--- src/rtl/nonce_search_engine.sv ---
// Nonce search engine: walks candidate nonces, mixes each with a fixed header
// through an add-rotate-xor mixer and halts on the first leading-zero digest.
module nonce_search_engine #(
  parameter logic [31:0] NONCE_START      = 32'h0000_0000,
  parameter logic [31:0] NONCE_STEP       = 32'h0000_0001,
  parameter logic [63:0] HEADER           = 64'h0123_4567_89AB_CDEF,
  parameter int          ROUNDS           = 8,
  parameter int          TARGET_ZERO_BITS = 8
) (
  input  logic        osc_clk,
  input  logic        reset,
  output logic [31:0] nonce,
  output logic [43:0] padded_nonce
);

  // state   | meaning
  // S_LOAD  | seed mixer from header and current nonce
  // S_HASH  | one mixer round per cycle, ROUNDS cycles
  // S_CHECK | test digest against leading-zero target, advance nonce on miss
  // S_FOUND | winning nonce held until reset
  localparam logic [1:0] S_LOAD  = 2'd0;
  localparam logic [1:0] S_HASH  = 2'd1;
  localparam logic [1:0] S_CHECK = 2'd2;
  localparam logic [1:0] S_FOUND = 2'd3;

  localparam logic [5:0] RC_LAST = 6'(ROUNDS - 1);

  // Top TARGET_ZERO_BITS of the digest must be zero; an empty mask always hits.
  localparam logic [31:0] ZERO_MASK =
    (TARGET_ZERO_BITS == 0) ? 32'h0 : ~(32'hFFFF_FFFF >> TARGET_ZERO_BITS);

  logic [1:0]  r_state;
  logic [31:0] r_nonce;
  logic [31:0] r_a;
  logic [31:0] r_b;
  logic [5:0]  r_rc;

  logic [31:0] w_a_next;
  logic [31:0] w_b_next;
  logic [31:0] w_digest;
  logic        w_hit;

  assign w_a_next = r_a + r_b;
  assign w_b_next = {r_b[26:0], r_b[31:27]} ^ w_a_next;
  assign w_digest = r_a ^ r_b;
  assign w_hit    = ((w_digest & ZERO_MASK) == 32'h0);

  always_ff @(posedge osc_clk) begin
    if (!reset) begin
      r_state <= S_LOAD;
      r_nonce <= NONCE_START;
      r_a     <= 32'h0;
      r_b     <= 32'h0;
      r_rc    <= 6'd0;
    end else begin
      case (r_state)
        S_LOAD: begin
          r_a     <= HEADER[63:32];
          r_b     <= HEADER[31:0] ^ r_nonce;
          r_rc    <= 6'd0;
          r_state <= S_HASH;
        end
        S_HASH: begin
          r_a  <= w_a_next;
          r_b  <= w_b_next;
          r_rc <= r_rc + 6'd1;
          if (r_rc == RC_LAST) r_state <= S_CHECK;
        end
        S_CHECK: begin
          if (w_hit) begin
            r_state <= S_FOUND;
          end else begin
            r_nonce <= r_nonce + NONCE_STEP;
            r_state <= S_LOAD;
          end
        end
        S_FOUND: r_state <= S_FOUND;
        default: r_state <= S_LOAD;
      endcase
    end
  end

  assign nonce        = r_nonce;
  assign padded_nonce = {r_nonce, 12'h800};

endmodule

--- config.mk ---
export PLATFORM = sky130hd
export DESIGN_NAME = nonce_search_engine
export DESIGN_NICKNAME = d
export VERILOG_FILES = /design/src/rtl/nonce_search_engine.sv
export SDC_FILE = /design/constraint.sdc
export NUM_CORES = 1
export LEC_CHECK = 0
export ABC_CLOCK_PERIOD_IN_PS = 3900
export CAP_MARGIN = 20
export CORE_MARGIN = 5
export CORE_UTILIZATION = 57
export DETAILED_ROUTE_END_ITERATION = 7
export PLACE_DENSITY = 0.88
export SETUP_SLACK_MARGIN = 0.2
export SYNTH_ARGS = -nofsm -noshare
export SYNTH_HDL_FRONTEND = slang
export SYNTH_SLANG_ARGS = --single-unit
--- constraint.sdc ---
create_clock -name osc_clk -period 3.9 [get_ports osc_clk]
set_input_delay 0.585 -clock osc_clk [delete_from_list [all_inputs] [get_ports osc_clk]]
set_output_delay 0.585 -clock osc_clk [all_outputs]
set_load 0.01 [all_outputs]
Word level (Yosys, flattened, before mapping)
Cells that the tools add are included.
{"block": "word_totals", "in_bits": 2, "word_cells": 27, "regBits": 104, "out_inout_bits": 76}
{"block": "op_classes", "n_addsub": 3, "reduce_logical": 4, "mux": 6, "eq_ne": 5, "bitwise_logic": 4}
{"op": "32-bit one-hot mux with 2 select lines", "n": 2}
{"op": "32-bit bitwise XOR", "n": 2}
{"op": "32-bit by 1-bit adder with 32-bit output, second input constant", "n": 1}
{"op": "32-bit adder", "n": 1}
{"op": "32-bit zero test", "n": 1}
{"op": "20-bit inverter", "n": 1}
{"op": "6-bit one-hot mux with 2 select lines", "n": 1}
{"op": "2-bit one-hot mux with 4 select lines", "n": 1}
{"op": "6-bit by 1-bit adder with 6-bit output, second input constant", "n": 1}
{"op": "6-bit by 3-bit == test with 1-bit output, second input constant", "n": 1}
{"op": "2-bit == test, second input constant", "n": 2}
{"op": "2-bit two-way mux", "n": 2}
{"op": "2-bit by 1-bit == test with 1-bit output, second input constant", "n": 1}
{"op": "2-bit zero test", "n": 1}
{"op": "2-bit != test, second input constant", "n": 1}
{"op": "2-bit AND reduction", "n": 1}
{"op": "2-bit nonzero test", "n": 1}
{"op": "1-bit inverter", "n": 1}

Logic depth before layout (Yosys ltp)
Gate-level depths: netlist of the first run.
{"block": "logic_depth", "ltp_word": 4, "depth_mapped": 11, "mapped_depth_nobuf": 11}

Least setup slack after synthesis of the first run
OpenSTA, ideal clock, no wires.
{"block": "synth_path", "path_type": "flip-flop to flip-flop", "startpoint": "register r_b[0]", "endpoint": "register r_b[30]", "path_slack_ps": 959, "required_time_ps": 3786, "path_buffers": 0, "arrival_time_ps": 2827, "synth_period_minus_slack_ps": 2941, "stages_incl_launch_ff": 12, "path_cell_list": "dfxtp_1 -> ha_1 -> fa_1 -> a21o_1 -> a221oi_4 -> a2111o_1 -> a31oi_2 -> a221o_2 -> a311oi_4 -> xnor2_1 -> a21oi_1 -> a21o_1"}
{"block": "synth_via", "elab_chain_cells": 3}
{"item": "start, declared", "line_no": "35", "rtl": "logic [31:0] r_b;"}
{"item": "start signal, assigned", "line_no": "59", "rtl": "r_b <= HEADER[31:0] ^ r_nonce;"}
{"item": "start signal, assigned", "line_no": "65", "rtl": "r_b <= w_b_next;"}
{"item": "32-bit adder", "line_no": "43", "rtl": "assign w_a_next = r_a + r_b;"}
{"item": "32-bit bitwise XOR", "line_no": "44", "rtl": "assign w_b_next = {r_b[26:0], r_b[31:27]} ^ w_a_next;"}
{"item": "32-bit one-hot mux with 2 select lines", "line_no": "56", "rtl": "case (r_state)"}
Every way passes these cells.
A chain may end at the register's enable or synchronous reset.

Worst setup path in the final report of the first run
{"block": "layout_path", "startpoint": "register r_b[26]", "endpoint": "register r_nonce[29], in the netlist nonce[29]"}
{"block": "layout_via", "elab_chain_cells": 4}
{"item": "32-bit bitwise XOR", "line_no": "45", "rtl": "assign w_digest = r_a ^ r_b;"}
{"item": "32-bit zero test", "line_no": "46", "rtl": "assign w_hit = ((w_digest & ZERO_MASK) == 32'h0);"}
{"item": "1-bit inverter (no source line)"}
{"item": "2-bit AND reduction (no source line)"}
{"item": "end signal, assigned", "line_no": "73", "rtl": "r_nonce <= r_nonce + NONCE_STEP;"}
{"item": "end, declared", "line_no": "33", "rtl": "logic [31:0] r_nonce;"}
Every way passes these cells.

==> impl_metrics.yaml, run 1 <==
status:
  outcome: "complete, no violations"
critical_path:
  r2r_slack_ns: 0.56
  max_stage_delay_ns: 0.53
  r2r_cells: 10
  path_cells: "ha_1 > nor4_2 > a311oi_4 > nand4_1 > nor3_1 > and4_1 > and3_1 > nand4_1 > xnor2_1 > and2_1"
  crit_slowest_cell: "a311oi_4"
  cp-end-kind: "register"
  crit_type: "reg2reg"
  critPathLaunchType: "register"
  crit_start: "r_b[26]$_SDFFE_PN0P_"
  cp_max_fo: 8
  critPathArrivalTime_ns: 3.59
  crit_top_cell: "nand4_1"
  reg2reg_to: "nonce[29]$_SDFFE_PN0P_"
  endpoint: "nonce[29]$_SDFFE_PN0P_"
  reg2reg_from: "r_b[26]$_SDFFE_PN0P_"
  worstPathRequired_ns: 4.14
layout:
  synthToLayoutAreaGrowth_pct: 10.8
  n_antenna_cell: 0
  num-fill-cells: 887
  final_core_util_pct: 64.1
  final_nets: 805
  layout-drive-gt1-share_pct: 5.95
  fin_area_sq_um: 7290
yosys:
  avgSynthCellArea_sq_um: 8.70
  synth_top_area_share_pct: 31.6
  synth_most_common_cell: "dfxtp_1"
  synth_cells: 756
  ys_seq_area_share_pct: 31.6
  ys.flop_type: "dfxtp_1"
  synth_edf_count: 0
  synthTopCellsByCount: "dfxtp_1, nand2_1, xnor2_1"
  yosys-top-cells-area: "dfxtp_1, xnor2_1, ha_1"
  synth_async_sr_flop_share_pct: 0
  yosysTopAreaCell: "dfxtp_1"
  ys_warn_count: 0
  synth_seq_cells: 104
  ys_types: 64
  synthesis.area_sq_um: 6580
placement:
  dp_hpwl_microns: 12100
  io_buffers: 65
  post_dp_cell_area_sq_um: 6980
  gp_congestion: 0.969
sta:
  rsz0062_at_grt: "no"
  setup_viol: 0
  relSlewSlack_pct: 55.3
  fin_crit_sh_pct: 85.8
  worstMarginPinSlew_ns: 0.670
  timing.fmax_mhz: 299
  layout_min_cycle_time_ns: 3.34
  slew_viol_final: 0
  setup_tns_ns: 0
  finClkSkew_ns: 0.0121
  hold_viol: 0
drt:
  detail-route-antenna-nets: 0
  drc: 0
  vias: 5627
  routed_wl_microns: 17000
  dr.first_iter.drc_count: 512
  vias_per_cell: 6.14
  drt-pass1-iter-count: 5
  routedWlPerCell_microns: 18.6
clock_network:
  cts_sinks: 104
  cts_root_buf: "clkbuf_16"
  clk_path_buf_depth: 2
  cts_buffers: 9
  clk_latency_ns: 0.35
  path_clk_slew_ns: 0.07
  hold_buffers: 0
  cts_setup_buffers: 0
  cts_resized: 0
  cts_htree_levels: 3
  cts_tree: "done"
global_route:
  antenna_found_initial: 0
  grt_max_degree: 77
  grt_pass1_wl_microns: 28000
  grt_pass1_vias: 5613
  groute.usage.overall_pct: 24.1
  overflow: 0
floorplan:
  fp.dieH_microns: 117
  ioPinCount: 78
  fp.coreArea_sq_um: 11400
  fp.dieW_microns: 117
  rows: 39
  dieArea_sq_um: 13800
  initial_utilization_pct: 57.9
pwr:
  max-vdd-ir-drop_uv: 230
  p_leak_nw: 2.98
  total_power_mw: 3.44
  power_density_nw_per_um2: 472
flow_run:
  drv_cap: 0
hold_path:
  holdCritPathClass: "reg2reg"
==> final cells by class <==
| cell class | instances | area, sq um | share of cell area, % |
|---|---|---|---|
| sequential | 104 | 2080 | 28.6 |
| timing repair buffer | 72 | 698 | 9.58 |
| inverter | 5 | 18.8 | 0.258 |
| multi-input combinational | 577 | 4000 | 54.9 |
| tap | 143 | 179 | 2.46 |
| clock inverter | 4 | 77.6 | 1.06 |
| clock buffer | 11 | 233 | 3.19 |
==> how the worst min path moves through the flow <==
stage	slack [ns]	depth (start not counted)	end	startpoint
3_5_place_dp	0.45	2	r_a[30]$_SDFFE_PN0P_	r_a[30]$_SDFFE_PN0P_
2_1_floorplan	0.43	2	r_a[30]$_SDFFE_PN0P_	r_a[30]$_SDFFE_PN0P_
4_1_cts	0.47	2	r_a[30]$_SDFFE_PN0P_	r_a[30]$_SDFFE_PN0P_
3_3_place_gp	0.44	2	r_a[30]$_SDFFE_PN0P_	r_a[30]$_SDFFE_PN0P_
5_1_grt	0.49	2	r_a[30]$_SDFFE_PN0P_	r_a[30]$_SDFFE_PN0P_
6_report	0.47	2	r_a[30]$_SDFFE_PN0P_	r_a[30]$_SDFFE_PN0P_
==> critical path, delay by kind of cell (launching register included) <==
family | cells | cell delay, ns
adders and majority gates | 1 | 0.49
and+or+nand+nor | 7 | 1.71
xor gates and xnor gates | 1 | 0.16
AOI/OAI and AO/OA | 1 | 0.53
DFF | 1 | 0.35
==> placed cells by master, fill, tap and decap left out, types with 5 or more instances in the layout <==
| cell | n |
|---|---|
| mux2i_1 | 7 |
| o211a_1 | 7 |
| a21o_1 | 19 |
| and3_1 | 14 |
| inv_1 | 5 |
| and2_1 | 29 |
| o21ai_0 | 52 |
| dfxtp_1 | 103 |
| or3_1 | 10 |
| xor2_1 | 32 |
| a31oi_1 | 6 |
| mux2_2 | 5 |
| a22oi_1 | 20 |
| conb_1 | 12 |
| buf_4 | 7 |
| ha_1 | 33 |
| nand3_1 | 17 |
| a21boi_0 | 6 |
| nor2_1 | 33 |
| clkdlybuf4s50_1 | 64 |
| clkbuf_16 | 9 |
| nor2b_1 | 27 |
| nand2_1 | 64 |
| xnor2_1 | 58 |
| a21oi_1 | 48 |
| a211oi_1 | 6 |
| nor3_1 | 8 |
| nand4_1 | 8 |
| a22o_1 | 11 |
==> layer usage <==
metal | GRT usage [%] | routed length [microns] | up-vias
met5 | 0 | 0 | -
met1 | 30.7 | 7330 | 2707
met4 | 12.0 | 622 | 0
met3 | 4.62 | 1090 | 50
met2 | 38.9 | 8000 | 223
li1 | - | - | 2647
==> registers in the layout, summed over array words and instances (netlist names) <==
signal / count
r_a: 32
nonce: 32
r_b: 32
r_rc: 6
r_state: 2
==> report_power, final <==
part	total, mW	switching, mW	internal (mW)	leakage, nW
Combinational	1.19	0.687	0.504	1.98
Sequential	1.29	0.117	1.17	0.854
Clock	0.960	0.396	0.563	0.150
Total	3.44	1.20	2.24	2.98
==> stage by stage <==
step / setup slack, ns / hold slack (ns) / instances
final: 0.555 / 0.466 / 916
after global routing: 0.397 / 0.492 / 916
after CTS: 0.627 / 0.470 / 916
after detailed placement: 0.650 / 0.454 / 901
after global placement: 0.767 / 0.443 / 901
after floorplan: 0.959 / 0.432 / 766
==> cells by family (layout without fill, tap and decap cells) <==
family,count (synthesis),after routing,share of synthesized area [%]
DFF,104,104,31.6
xor gates and xnor gates,91,91,12.3
other,2,12,0.114
buffers and inverters,85,92,8.20
adders and majority gates,34,34,6.58
and+or+nand+nor,224,224,17.5
muxes,12,12,1.92
AOI/OAI and AO/OA,204,204,21.7
Note: power is estimated with default switching activity, not from simulation.
==> run 2: changes to the inputs <==
ABC_AREA = 1   (was default)
CORE_UTILIZATION = 58   (was 57)
==> run 2 against run 1 <==
  * Flip-flop and latch count is the same
  * Power shrank 9.9%
  * Core utilization up 0.92 points
  * Synthesized cell count increased by 62%
  * Critical endpoint is now nonce[10]$_SDFFE_PN0P_
  * Largest cell class unchanged
  * Highest routed layer unchanged
==> impl_metrics.yaml, run 2 <==
placement:
  dp_hpwl_microns: 17100
  gp_congestion: 1.02
  io_buffers: 65
yosys:
  synth_seq_cells: 104
  ys_types: 45
  synthTopCellsByCount: "nand2_1, inv_1, dfxtp_1"
  avgSynthCellArea_sq_um: 6.35
  synthesis.area_sq_um: 7790
  synth_top_area_share_pct: 26.7
  synth_async_sr_flop_share_pct: 0
  yosys-top-cells-area: "dfxtp_1, nand2_1, inv_1"
  ys_seq_area_share_pct: 26.7
  synth_cells: 1228
  ys.flop_type: "dfxtp_1"
  synth_most_common_cell: "nand2_1"
  synth_edf_count: 0
  yosysTopAreaCell: "dfxtp_1"
  ys_warn_count: 0
sta:
  slew_viol_final: 0
  layout_min_cycle_time_ns: 2.46
  setup_viol: 0
  hold_viol: 0
  finClkSkew_ns: 0.0105
  fin_crit_sh_pct: 63.0
  worstMarginPinSlew_ns: 0.653
  rsz0062_at_grt: "no"
  setup_tns_ns: 0
  relSlewSlack_pct: 56.4
  timing.fmax_mhz: 407
floorplan:
  ioPinCount: 78
  fp.dieW_microns: 126
  rows: 42
  dieArea_sq_um: 15900
  fp.coreArea_sq_um: 13200
  initial_utilization_pct: 59.1
  fp.dieH_microns: 126
critical_path:
  critPathArrivalTime_ns: 2.73
  cp_max_fo: 32
  cp-end-kind: "register"
  reg2reg_to: "nonce[10]$_SDFFE_PN0P_"
  critPathLaunchType: "register"
  reg2reg_from: "r_a[24]$_SDFFE_PN0P_"
  r2r_cells: 9
  worstPathRequired_ns: 4.18
  crit_type: "reg2reg"
  r2r_slack_ns: 1.44
drt:
  routedWlPerCell_microns: 15.9
  routed_wl_microns: 22600
  drt-pass1-iter-count: 5
  dr.first_iter.drc_count: 713
  vias: 7941
  vias_per_cell: 5.57
  detail-route-antenna-nets: 0
  drc: 0
clock_network:
  cts_sinks: 104
  cts_htree_levels: 3
  cts_setup_buffers: 0
  cts_tree: "done"
  cts_buffers: 9
  hold_buffers: 0
  clk_latency_ns: 0.35
  clk_path_buf_depth: 2
  cts_resized: 0
  cts_root_buf: "clkbuf_16"
  path_clk_slew_ns: 0.07
pwr:
  p_leak_nw: 4.11
  p_comb_share_pct: 31.1
  swShare_pct: 37.5
  max-vdd-ir-drop_uv: 209
  power_density_nw_per_um2: 361
  p_int_mw: 1.94
  clkPwrFrac_pct: 28.5
  seq_power_share_pct: 40.3
  p_sw_mw: 1.16
hold_path:
  whs_path_depth: 2
  holdCritStartpoint: "r_a[26]$_SDFFE_PN0P_"
  holdCritPathClass: "reg2reg"
  hold_end: "r_a[26]$_SDFFE_PN0P_"
layout:
  seqCellArea_sq_um: 2080
  layout_common_cells: "nand2_1, inv_1, dfxtp_1, a21oi_1, nand3_1"
  final_core_util_pct: 65.0
  n_antenna_cell: 0
  layout-drive-gt1-share_pct: 4.32
  num-fill-cells: 1176
  final_nets: 1280
  synthToLayoutAreaGrowth_pct: 10.1
  multiInputGateArea_sq_um: 4610
  mostFrequentLayoutCell: "nand2_1"
status:
  outcome: "complete, no violations"
global_route:
  grt_pass1_wl_microns: 36400
  antenna_found_initial: 0
  groute.usage.overall_pct: 28.0
  grt_max_degree: 68
  grt_pass1_vias: 7317
  overflow: 0
flow_run:
  drv_cap: 0
==> run 2: cell types whose count changed in the layout (fill, tap and decap cells not counted), sizes merged, moves of 39 or more <==
cell and delta:
a21oi +56, nand3 +68, inv +177, xnor2 -55
o21ai -43, nand2 +334, nor2 +39
==> run 2: worst max path at each step <==
stage | endpoint | from | cells past startpoint | slack, ns
2_1_floorplan | r_b[24]$_SDFFE_PN0P_ | r_b[0]$_SDFFE_PN0P_ | 15 | 1.93
3_3_place_gp | nonce[10]$_SDFFE_PN0P_ | r_b[30]$_SDFFE_PN0P_ | 9 | 1.48
3_5_place_dp | nonce[10]$_SDFFE_PN0P_ | r_b[30]$_SDFFE_PN0P_ | 9 | 1.48
4_1_cts | nonce[10]$_SDFFE_PN0P_ | r_b[30]$_SDFFE_PN0P_ | 9 | 1.45
5_1_grt | nonce[10]$_SDFFE_PN0P_ | r_b[30]$_SDFFE_PN0P_ | 9 | 1.13
6_report | nonce[10]$_SDFFE_PN0P_ | r_a[24]$_SDFFE_PN0P_ | 9 | 1.44
==> run 2: power by group through the flow <==
stage | registers, mW | clock network [mW] | logic, mW
floorplan | 1.23 | 0 | 0.731
global placement | 1.27 | 0 | 0.913
detailed placement | 1.27 | 0 | 0.929
CTS | 1.25 | 0.887 | 0.940
global route | 1.26 | 0.937 | 1.06
finish | 1.25 | 0.885 | 0.965
==> run 2: cell type report <==
cell class	count	share of cell area, %
repair buffers	71	8.26
clock inverters	6	0.613
flip-flops and latches	104	24.3
well taps	176	2.57
clock buffers	10	2.67
multi-input cells	878	53.7
inverters	180	7.88
==> run 2: metrics by stage <==
stage | cell area, sq um | power [mW] | hold slack, ns | setup slack (ns) | cells
2_1_floorplan | 7830 | 1.96 | 0.441 | 1.93 | 1238
3_3_place_gp | 8290 | 2.18 | 0.447 | 1.48 | 1409
3_5_place_dp | 8290 | 2.20 | 0.456 | 1.48 | 1409
4_1_cts | 8580 | 3.07 | 0.468 | 1.45 | 1425
5_1_grt | 8580 | 3.26 | 0.492 | 1.13 | 1425
6_report | 8580 | 3.10 | 0.467 | 1.44 | 1425
==> run 2: cell families after synthesis <==
logic type               Yosys count  share of synthesized area (%)
AND/OR/NAND/NOR                  622                           34.3
other                              2                         0.0964
adder cells (fa/ha/maj)           34                           5.56
XOR/XNOR                          50                           6.49
flip-flops                       104                           26.7
AO/OA/AOI/OAI                    160                           12.1
buffers and inverters            256                           14.8
==> run 2: critical path: stages (launching register included) <==
cell	delay [ns]
dfxtp_1	0.33
ha_1	0.41
nor4_1	0.28
nand3_1	0.16
nand3_2	0.09
buf_4	0.31
inv_1	0.38
nand4_1	0.20
o21ai_0	0.09
a21oi_1	0.12
==> run 2: routing by layer <==
| metal | global-route usage (%) | part of all wire, % | wire length [microns] |
|---|---|---|---|
| met5 | 0 | 0 | 0 |
| met4 | 14.8 | 5.2 | 1180 |
| met3 | 4.28 | 9.0 | 2030 |
| met2 | 43.0 | 44 | 9920 |
| met1 | 37.9 | 42 | 9470 |
